==> config.mk <==
export PLATFORM = sky130hd
export DESIGN_NAME = vga_vram_scheduler
export DESIGN_NICKNAME = d
export VERILOG_FILES = /design/src/rtl/vga_pkg.sv /design/src/rtl/vga_scan_addr_gen.sv /design/src/rtl/vga_vram_scheduler.sv
export SDC_FILE = /design/constraint.sdc
export NUM_CORES = 1
export LEC_CHECK = 0
export ABC_CLOCK_PERIOD_IN_PS = 8800
export CORE_AREA = 2 2 85 87
export CTS_BUF_LIST = sky130_fd_sc_hd__clkbuf_2
export DETAILED_ROUTE_END_ITERATION = 6
export DIE_AREA = 0 0 87 89
export PLACE_DENSITY = 0.83
export SLEW_MARGIN = 20
export SYNTH_ARGS = -nofsm -noshare
export SYNTH_HDL_FRONTEND = slang
export SYNTH_SLANG_ARGS = --single-unit
==> constraint.sdc <==
create_clock -name pclk -period 8.8 [get_ports pclk]
set_input_delay 2.2 -clock pclk [delete_from_list [all_inputs] [get_ports pclk]]
set_output_delay 2.2 -clock pclk [all_outputs]
set_load 0.05 [all_outputs]
==> src/rtl/vga_pkg.sv <==
// Shared VGA timing constants and the clear-engine state encoding.
package vga_pkg;

  localparam int unsigned H_VISIBLE = 640;
  localparam int unsigned H_TOTAL   = 800;
  localparam int unsigned V_VISIBLE = 480;
  localparam int unsigned V_TOTAL   = 525;

  typedef enum logic {
    ST_IDLE  = 1'b0,
    ST_CLEAR = 1'b1
  } clr_state_e;

endpackage

==> src/rtl/vga_scan_addr_gen.sv <==
// Two-pixel lookahead on the sync counters: decides whether this pclk is a
// scanout read slot and which framebuffer word that read targets.
module vga_scan_addr_gen
  import vga_pkg::*;
#(
  parameter int unsigned FB_W        = 160,
  parameter int unsigned SCALE_SHIFT = 2,
  parameter int unsigned ADDR_W      = 15
) (
  input  logic [9:0]        hcount,
  input  logic [9:0]        vcount,
  output logic              scan_slot,
  output logic [ADDR_W-1:0] scan_addr
);

  logic [9:0] h_sum;
  logic [9:0] h_la;
  logic [9:0] v_la;

  always_comb begin
    h_sum = hcount + 10'd2;
    if (h_sum >= 10'(H_TOTAL)) begin
      h_la = h_sum - 10'(H_TOTAL);
      v_la = (vcount == 10'(V_TOTAL - 1)) ? '0 : vcount + 10'd1;
    end else begin
      h_la = h_sum;
      v_la = vcount;
    end
    scan_slot = (h_la[SCALE_SHIFT-1:0] == '0) &&
                (h_la < 10'(H_VISIBLE)) &&
                (v_la < 10'(V_VISIBLE));
    // Constant multiply by FB_W; synthesis reduces it to shift-add.
    scan_addr = ADDR_W'(v_la >> SCALE_SHIFT) * ADDR_W'(FB_W) +
                ADDR_W'(h_la >> SCALE_SHIFT);
  end

endmodule

==> src/rtl/vga_vram_scheduler.sv <==
// Single-port VRAM arbiter: scanout prefetch beats the clear engine, which
// beats the host write port. Also registers the scanout pixel.
module vga_vram_scheduler
  import vga_pkg::*;
#(
  parameter int unsigned FB_W        = 160,
  parameter int unsigned FB_H        = 120,
  parameter int unsigned SCALE_SHIFT = 2,
  parameter int unsigned ADDR_W      = 15,
  parameter int unsigned DATA_W      = 8
) (
  input  logic              pclk,
  input  logic              rst,
  input  logic [9:0]        hcount,
  input  logic [9:0]        vcount,
  input  logic              display,
  output logic [ADDR_W-1:0] mem_addr,
  output logic              mem_we,
  output logic [DATA_W-1:0] mem_wdata,
  input  logic [DATA_W-1:0] mem_rdata,
  output logic [DATA_W-1:0] rgb,
  input  logic              wr_valid,
  output logic              wr_ready,
  input  logic [ADDR_W-1:0] wr_addr,
  input  logic [DATA_W-1:0] wr_data,
  input  logic              clr_start,
  input  logic [DATA_W-1:0] clr_color,
  output logic              clr_busy
);

  localparam logic [ADDR_W-1:0] LAST_ADDR = ADDR_W'(FB_W * FB_H - 1);

  clr_state_e        state_q, state_d;
  logic [ADDR_W-1:0] clr_addr_q, clr_addr_d;
  logic [DATA_W-1:0] color_q, color_d;
  logic [DATA_W-1:0] pix_q, pix_d;
  logic              scan_d1_q, scan_d1_d;
  logic              scan_slot;
  logic [ADDR_W-1:0] scan_addr;

  vga_scan_addr_gen #(
    .FB_W        (FB_W),
    .SCALE_SHIFT (SCALE_SHIFT),
    .ADDR_W      (ADDR_W)
  ) u_scan (
    .hcount    (hcount),
    .vcount    (vcount),
    .scan_slot (scan_slot),
    .scan_addr (scan_addr)
  );

  always_ff @(posedge pclk or negedge rst) begin
    if (!rst) begin
      state_q    <= ST_IDLE;
      clr_addr_q <= '0;
      color_q    <= '0;
      pix_q      <= '0;
      scan_d1_q  <= 1'b0;
    end else begin
      state_q    <= state_d;
      clr_addr_q <= clr_addr_d;
      color_q    <= color_d;
      pix_q      <= pix_d;
      scan_d1_q  <= scan_d1_d;
    end
  end

  always_comb begin
    state_d    = state_q;
    clr_addr_d = clr_addr_q;
    color_d    = color_q;
    unique case (state_q)
      ST_IDLE: begin
        if (clr_start) begin
          state_d    = ST_CLEAR;
          clr_addr_d = '0;
          color_d    = clr_color;
        end
      end
      ST_CLEAR: begin
        if (!scan_slot) begin
          if (clr_addr_q == LAST_ADDR) begin
            state_d    = ST_IDLE;
            clr_addr_d = '0;
          end else begin
            clr_addr_d = clr_addr_q + ADDR_W'(1);
          end
        end
      end
      default: state_d = ST_IDLE;
    endcase
  end

  // Read data arrives the cycle after the slot; it is captured on the edge
  // entering the first pclk of the upscaled pixel.
  always_comb begin
    scan_d1_d = scan_slot;
    pix_d     = scan_d1_q ? mem_rdata : pix_q;
  end

  always_comb begin
    wr_ready  = rst && !scan_slot && (state_q == ST_IDLE);
    clr_busy  = (state_q == ST_CLEAR);
    rgb       = display ? pix_q : '0;
    mem_addr  = '0;
    mem_we    = 1'b0;
    mem_wdata = '0;
    if (scan_slot) begin
      mem_addr = scan_addr;
    end else if (state_q == ST_CLEAR) begin
      mem_addr  = clr_addr_q;
      mem_we    = 1'b1;
      mem_wdata = color_q;
    end else if (wr_valid && wr_ready) begin
      mem_addr  = wr_addr;
      mem_we    = 1'b1;
      mem_wdata = wr_data;
    end
  end

endmodule

==> results.py, run 1 <==
metrics = {
    "sta": {
        "final_hold_viol_count": 0,
        "clock_skew_ns": 0.0210,
        "drv_slew": 0,
        "tightestPinTransition_ns": 1.10,
        "fin_ws_ns": 0.223,
        "finalSetupTns_ns": 0,
        "max_freq_mhz": 117,
        "timing.hold.ws_ns": 0.526,
        "maxSlewHeadroom_pct": 26.1,
        "post-route-period-util_pct": 97.5,
        "fin_crit_ns": 8.58,
        "setup_viol": 0,
    },
    "logic_synthesis": {
        "synth-edff-count": 0,
        "synth_top_cell_area_share_pct": 24.6,
        "yosys_most_used_dff": "dfrtp_1",
        "synth_warnings": 0,
        "postSynthCellCount": 384,
        "netlist_area_um2": 3360,
        "synth_area_leader_cell": "dfrtp_1",
        "ys_types": 68,
        "syn_avg_cell_area_um2": 8.76,
        "synth_common_cells": "dfrtp_1, nand2_1, nor2_1",
        "syn-num-nets": 468,
        "synthArstFlopShare_pct": 100,
        "synth-seq-cells": 33,
        "seq_area_frac_synth_pct": 24.6,
        "ys_top_cells_by_area": "dfrtp_1, ha_1, mux2_2, nand2_1, xnor2_1",
    },
    "route": {
        "drc_errors": 0,
        "viasPerCell": 6.21,
        "vias": 3424,
        "dr.pass1.iters": 6,
        "avgRoutedWirePerCell_um": 17.3,
        "wl_um": 9550,
        "ant_nets": 0,
        "drt_iter0_drc": 263,
    },
    "floorplan": {
        "die_y_um": 89,
        "die-area_um2": 7740,
        "coreArea_um2": 6720,
        "rows": 30,
        "io-pin-count": 98,
        "start_util_pct": 50.0,
        "die_w_um": 87,
    },
    "setup_path": {
        "ff2ff_path_depth": 7,
        "critPathMaxFanout": 9,
        "crit_arrival_ns": 6.38,
        "endpoint": "mem_addr[14]",
        "reg2reg_slack_ns": 6.24,
        "crit_path_start_kind": "primary input",
        "r2r_start": "clr_addr_q[0]",
        "reg2reg_to": "clr_addr_q[11]",
        "cp-startpoint": "hcount[2]",
        "crit_type": "in -> out",
        "required_ns": 6.60,
        "end_kind": "output pin",
    },
    "place": {
        "dp_slack_ns": -0.0734,
        "globalplace.congestion": 0.832,
        "dp_cells": 542,
        "place_area_um2": 4440,
        "port_buffers": 97,
        "dp_hpwl_um": 7250,
    },
    "layout": {
        "antennaDiodeCount": 0,
        "final_area_um2": 4600,
        "area_delta_synth_final_pct": 36.7,
        "finish.utilization_pct": 68.4,
        "final_cells": 551,
        "fin_nets": 554,
        "drive_gt1_share_pct": 19.1,
    },
    "power": {
        "leakage_nw": 1.83,
        "ir_worst_vdd_v": 0.0000781,
        "cellPowerDensity_nw_per_um2": 161,
        "power_mw": 0.740,
    },
    "clocking": {
        "clk_latency_ns": 0.38,
        "htree_levels": 2,
        "cts_buffers": 5,
        "cts_max_path_buffers": 2,
        "clkSinkCount": 33,
        "clk_pin_slew_ns": 0.18,
        "cts_tree": "built",
        "root_buffer": "clkbuf_2",
    },
    "status": {
        "status": "finished clean",
    },
    "global_route": {
        "gr-usage-all-layers_pct": 24.6,
        "grt_pass1_wl_um": 15400,
        "grt_pass1_vias": 3254,
        "grt_max_degree": 54,
        "grt_antenna_before_repair": 0,
        "grt-ovfl-total": 0,
    },
    "job": {
        "maxCapViolCount": 0,
    },
    "hold_path": {
        "hold_path_class": "reg -> reg",
    },
}
registers in the layout, indices dropped and copies added (netlist names):
register    flops
pix_q           8
clr_addr_q     15
clr_busy        1
color_q         8
scan_d1_q       1
worst min-delay path by stage:
stage / from / end / slack, ns / cells past startpoint
detailed placement: pix_q[2] / pix_q[2] / 0.49 / 1
finish: pix_q[2] / pix_q[2] / 0.53 / 1
global placement: pix_q[3] / pix_q[3] / 0.48 / 1
floorplan: pix_q[0] / pix_q[0] / 0.47 / 1
CTS: pix_q[2] / pix_q[2] / 0.53 / 1
global route: pix_q[6] / pix_q[6] / 0.55 / 1
cells in the final DEF, fill, tap and decap left out, types with 8 or more instances in the layout:
cell type	count
a21oi_1	11
a21oi_2	12
a221oi_1	9
a22oi_1	12
and2_1	13
buf_12	13
buf_4	14
clkdlybuf4s50_1	82
dfrtp_1	33
ha_1	17
mux2_2	16
nand2_1	33
nand3_1	18
nor2_1	20
o21ai_0	16
xnor2_1	10
xor2_1	8
critical path: stages:
cell,delay [ns]
clkdlybuf4s50_1,0.48
ha_2,0.24
and3_4,0.22
or4_1,0.42
nand3_2,0.15
nor2_1,0.08
buf_4,0.15
a31oi_1,0.17
a21oi_1,0.09
ha_1,0.32
ha_1,0.24
inv_1,0.08
fa_1,0.48
nor3b_2,0.24
nand3_1,0.15
nor3_2,0.20
xor2_1,0.10
a21oi_2,0.21
buf_12,0.16
layer usage:
| layer | track usage, % | part of all wire [%] |
|---|---|---|
| met3 | 2.59 | 6.9 |
| met4 | 7.39 | 1.5 |
| met5 | 0 | 0 |
| met2 | 42.7 | 49 |
| met1 | 32.5 | 43 |
kinds of logic after synthesis:
kind of cell    Yosys count  synth area share [%]
simple gates            143                  24.0
compound gates          114                  25.4
buf+inv                  35                  6.51
flops                    33                  24.6
xor+xnor                 20                  5.21
fa+ha+maj                20                  7.89
mux                      19                  6.40
power breakdown:
group          total (mW)  leakage [nW]  switching (mW)  internal (mW)
registers           0.214         0.391          0.0324          0.182
logic               0.424          1.40           0.228          0.196
clock network       0.102        0.0366          0.0549         0.0471
layout make-up:
class / instances / area (um^2)
multi-input cells: 316 / 2400
fillers: 507 / 2120
repair buffers: 109 / 1190
flip-flops and latches: 33 / 826
well taps: 80 / 100
clock inverters: 3 / 41.3
clock buffers: 5 / 25.0
inverters: 5 / 18.8
repair_timing:
action / in CTS / in global routing
hold buffers: 0 / 0
setup buffers: 0 / 1
pin swaps: 0 / 3
gates resized for setup: 1 / 19
setup endpoints to repair: 1 / 3
No activity file was read; power rests on OpenSTA's default activity.
==> inputs of run 2 (changes only) <==
--- a/config.mk
+++ b/config.mk
@@ -8,8 +8,10 @@
 export ABC_CLOCK_PERIOD_IN_PS = 8800
 export CORE_AREA = 2 2 85 87
 export CTS_BUF_LIST = sky130_fd_sc_hd__clkbuf_2
+export CTS_CLUSTER_DIAMETER = 40
 export DETAILED_ROUTE_END_ITERATION = 6
 export DIE_AREA = 0 0 87 89
+export GPL_ROUTABILITY_DRIVEN = 0
 export PLACE_DENSITY = 0.83
 export SLEW_MARGIN = 20
 export SYNTH_ARGS = -nofsm -noshare
==> run 2 against run 1 <==
Global-route usage fell by 0.51 points; combinational power fell by 1%; utilization fell by 0.45 points; clock skew fell by 0.0074 ns; clock-buffer cell count did not move; sequential share of layout area rose by 0.12 points; critical path type unchanged; largest power group unchanged.
==> results.py, run 2 (synthesized netlist as in run 1, its figures left out) <==
metrics = {
    "layout": {
        "area_delta_synth_final_pct": 35.8,
        "drive_gt1_share_pct": 18.2,
        "seq_area_um2": 826,
        "n_fill_cell": 535,
        "largest_reg_flops": 15,
        "final_cells": 552,
        "top_register": "clr_addr_q",
        "mostFrequentLayoutCell": "clkdlybuf4s50_1",
        "antennaDiodeCount": 0,
        "multi_input_comb_area_um2": 2360,
        "reg_top3": "clr_addr_q (15), color_q (8), pix_q (8)",
        "final_cell_mix": "clkdlybuf4s50_1, nand2_1, dfrtp_1",
        "fin_nets": 555,
    },
    "clocking": {
        "clk_latency_ns": 0.38,
        "ctsHoldBuffers": 0,
        "htree_levels": 2,
        "root_buffer": "clkbuf_2",
        "cts_max_path_buffers": 2,
        "cts_tree": "built",
        "postCtsSetupRepairBufs": 0,
        "cts_buffers": 5,
        "clk_pin_slew_ns": 0.18,
        "clkSinkCount": 33,
    },
    "floorplan": {
        "rows": 30,
        "coreArea_um2": 6720,
        "die_w_um": 87,
        "die_y_um": 89,
        "io-pin-count": 98,
        "start_util_pct": 50.0,
        "die-area_um2": 7740,
    },
    "route": {
        "drc_errors": 0,
        "vias": 3408,
        "drt_iter0_drc": 281,
        "avgRoutedWirePerCell_um": 17.0,
        "ant_nets": 0,
        "viasPerCell": 6.17,
        "wl_um": 9400,
        "dr.pass1.iters": 5,
    },
    "sta": {
        "fin_ws_ns": 0.248,
        "setup_viol": 0,
        "fin_crit_ns": 8.55,
        "final_hold_viol_count": 0,
        "grt_setup_unrepaired": "no",
        "drv_slew": 0,
        "maxSlewHeadroom_pct": 28.1,
        "post-route-period-util_pct": 97.2,
        "tightestPinTransition_ns": 1.07,
        "max_freq_mhz": 117,
        "clock_skew_ns": 0.0136,
    },
    "setup_path": {
        "critPathMaxFanout": 7,
        "end_kind": "output pin",
        "reg2reg_slack_ns": 6.20,
        "reg2reg_to": "clr_addr_q[10]",
        "ff2ff_path_depth": 7,
        "required_ns": 6.60,
        "crit_path_start_kind": "primary input",
        "r2r_start": "clr_addr_q[0]",
        "crit_type": "in -> out",
        "crit_arrival_ns": 6.35,
    },
    "power": {
        "p_sw_share_pct": 42.7,
        "ir_worst_vdd_v": 0.0000837,
        "cellPowerDensity_nw_per_um2": 162,
        "comb_power_share_pct": 56.7,
        "internal-power_mw": 0.424,
        "sequentialPowerShare_pct": 29.0,
        "power.switching_mw": 0.316,
        "leakage_nw": 1.82,
        "pwr-share-clk_pct": 14.3,
    },
    "global_route": {
        "grt_antenna_before_repair": 0,
        "grt_use_met1_pct": 33.0,
        "gr-usage-all-layers_pct": 24.1,
        "grtUsageMet2_pct": 39.7,
        "grt_pass1_wl_um": 15100,
        "met3_usage_pct": 3.32,
        "grt_max_degree": 54,
        "grt_pass1_vias": 3194,
        "grt-ovfl-total": 0,
        "top_usage_layer": "met2",
    },
    "job": {
        "maxCapViolCount": 0,
    },
    "place": {
        "dp_cells": 544,
        "dp_hpwl_um": 7120,
        "port_buffers": 97,
        "dp_slack_ns": -0.0340,
    },
    "status": {
        "status": "finished clean",
    },
    "hold_path": {
        "min_from": "pix_q[5]",
        "min_delay_path_depth": 1,
        "holdPathEnd": "pix_q[5]",
        "hold_path_class": "reg -> reg",
    },
}
-- run 2: metrics by stage --
stage          setup TNS [ns]  utilization (%)  instance area, um^2  total power, mW  hold WS [ns]
2_1_floorplan               0                -                 3360            0.465         0.473
3_3_place_gp                0             66.3                 4460            0.621         0.480
3_5_place_dp          -0.0340             66.3                 4460            0.632         0.492
4_1_cts                     0             67.4                 4530            0.739         0.532
5_1_grt                     0             68.0                 4570            0.782         0.545
6_report                    0             68.0                 4570            0.740         0.525
-- run 2: layer usage --
layer / part of all wire [%] / vias up
met5: 0 / -
met4: 2.1 / 0
met3: 6.5 / 15
met2: 47 / 158
met1: 44 / 1614
li1: - / 1621
-- run 2: power by group through the flow --
| stage | clock [mW] | combinational (mW) | sequential, mW |
|---|---|---|---|
| after detailed placement | 0 | 0.416 | 0.216 |
| after floorplan | 0 | 0.259 | 0.206 |
| final | 0.106 | 0.419 | 0.215 |
| after CTS | 0.107 | 0.418 | 0.214 |
| after global routing | 0.116 | 0.447 | 0.219 |
| after global placement | 0 | 0.407 | 0.214 |
-- run 2: worst max path at each step --
stage                    from           end  slack (ns)  depth (start not counted)
global route        hcount[2]  mem_addr[13]        0.02                         20
floorplan           hcount[1]  mem_addr[14]        0.53                         16
finish              hcount[2]  mem_addr[14]        0.25                         17
CTS                 hcount[2]  mem_addr[14]        0.03                         17
global placement    hcount[2]  mem_addr[14]        0.18                         17
detailed placement  hcount[2]  mem_addr[14]       -0.03                         17
-- run 2: what timing repair did --
action	CTS	global route
gates resized for setup	1	11
cloned	0	0
endpoints found under the setup margin	1	4
pin swaps	0	1
-- run 2: final cells by class --
| type | instances | share of cell area [%] |
|---|---|---|
| clock buffers | 5 | 0.548 |
| repair buffers | 110 | 26.1 |
| well taps | 80 | 2.19 |
| clock inverters | 3 | 1.01 |
| flip-flops and latches | 33 | 18.1 |
| multi-input cells | 316 | 51.6 |
| inverters | 5 | 0.411 |
-- run 2: worst max-delay path, stage by stage --
cell and delay (ns):
clkdlybuf4s50_1 0.56, ha_2 0.25, nand2_1 0.07, o31a_1 0.23
o22a_2 0.26, or3_1 0.44, o31ai_2 0.29, ha_1 0.30
ha_1 0.31, a211oi_1 0.26, o21bai_1 0.11, a21oi_1 0.17
xor2_1 0.29, nor3_2 0.09, xor2_1 0.16, a21oi_2 0.20
buf_12 0.16
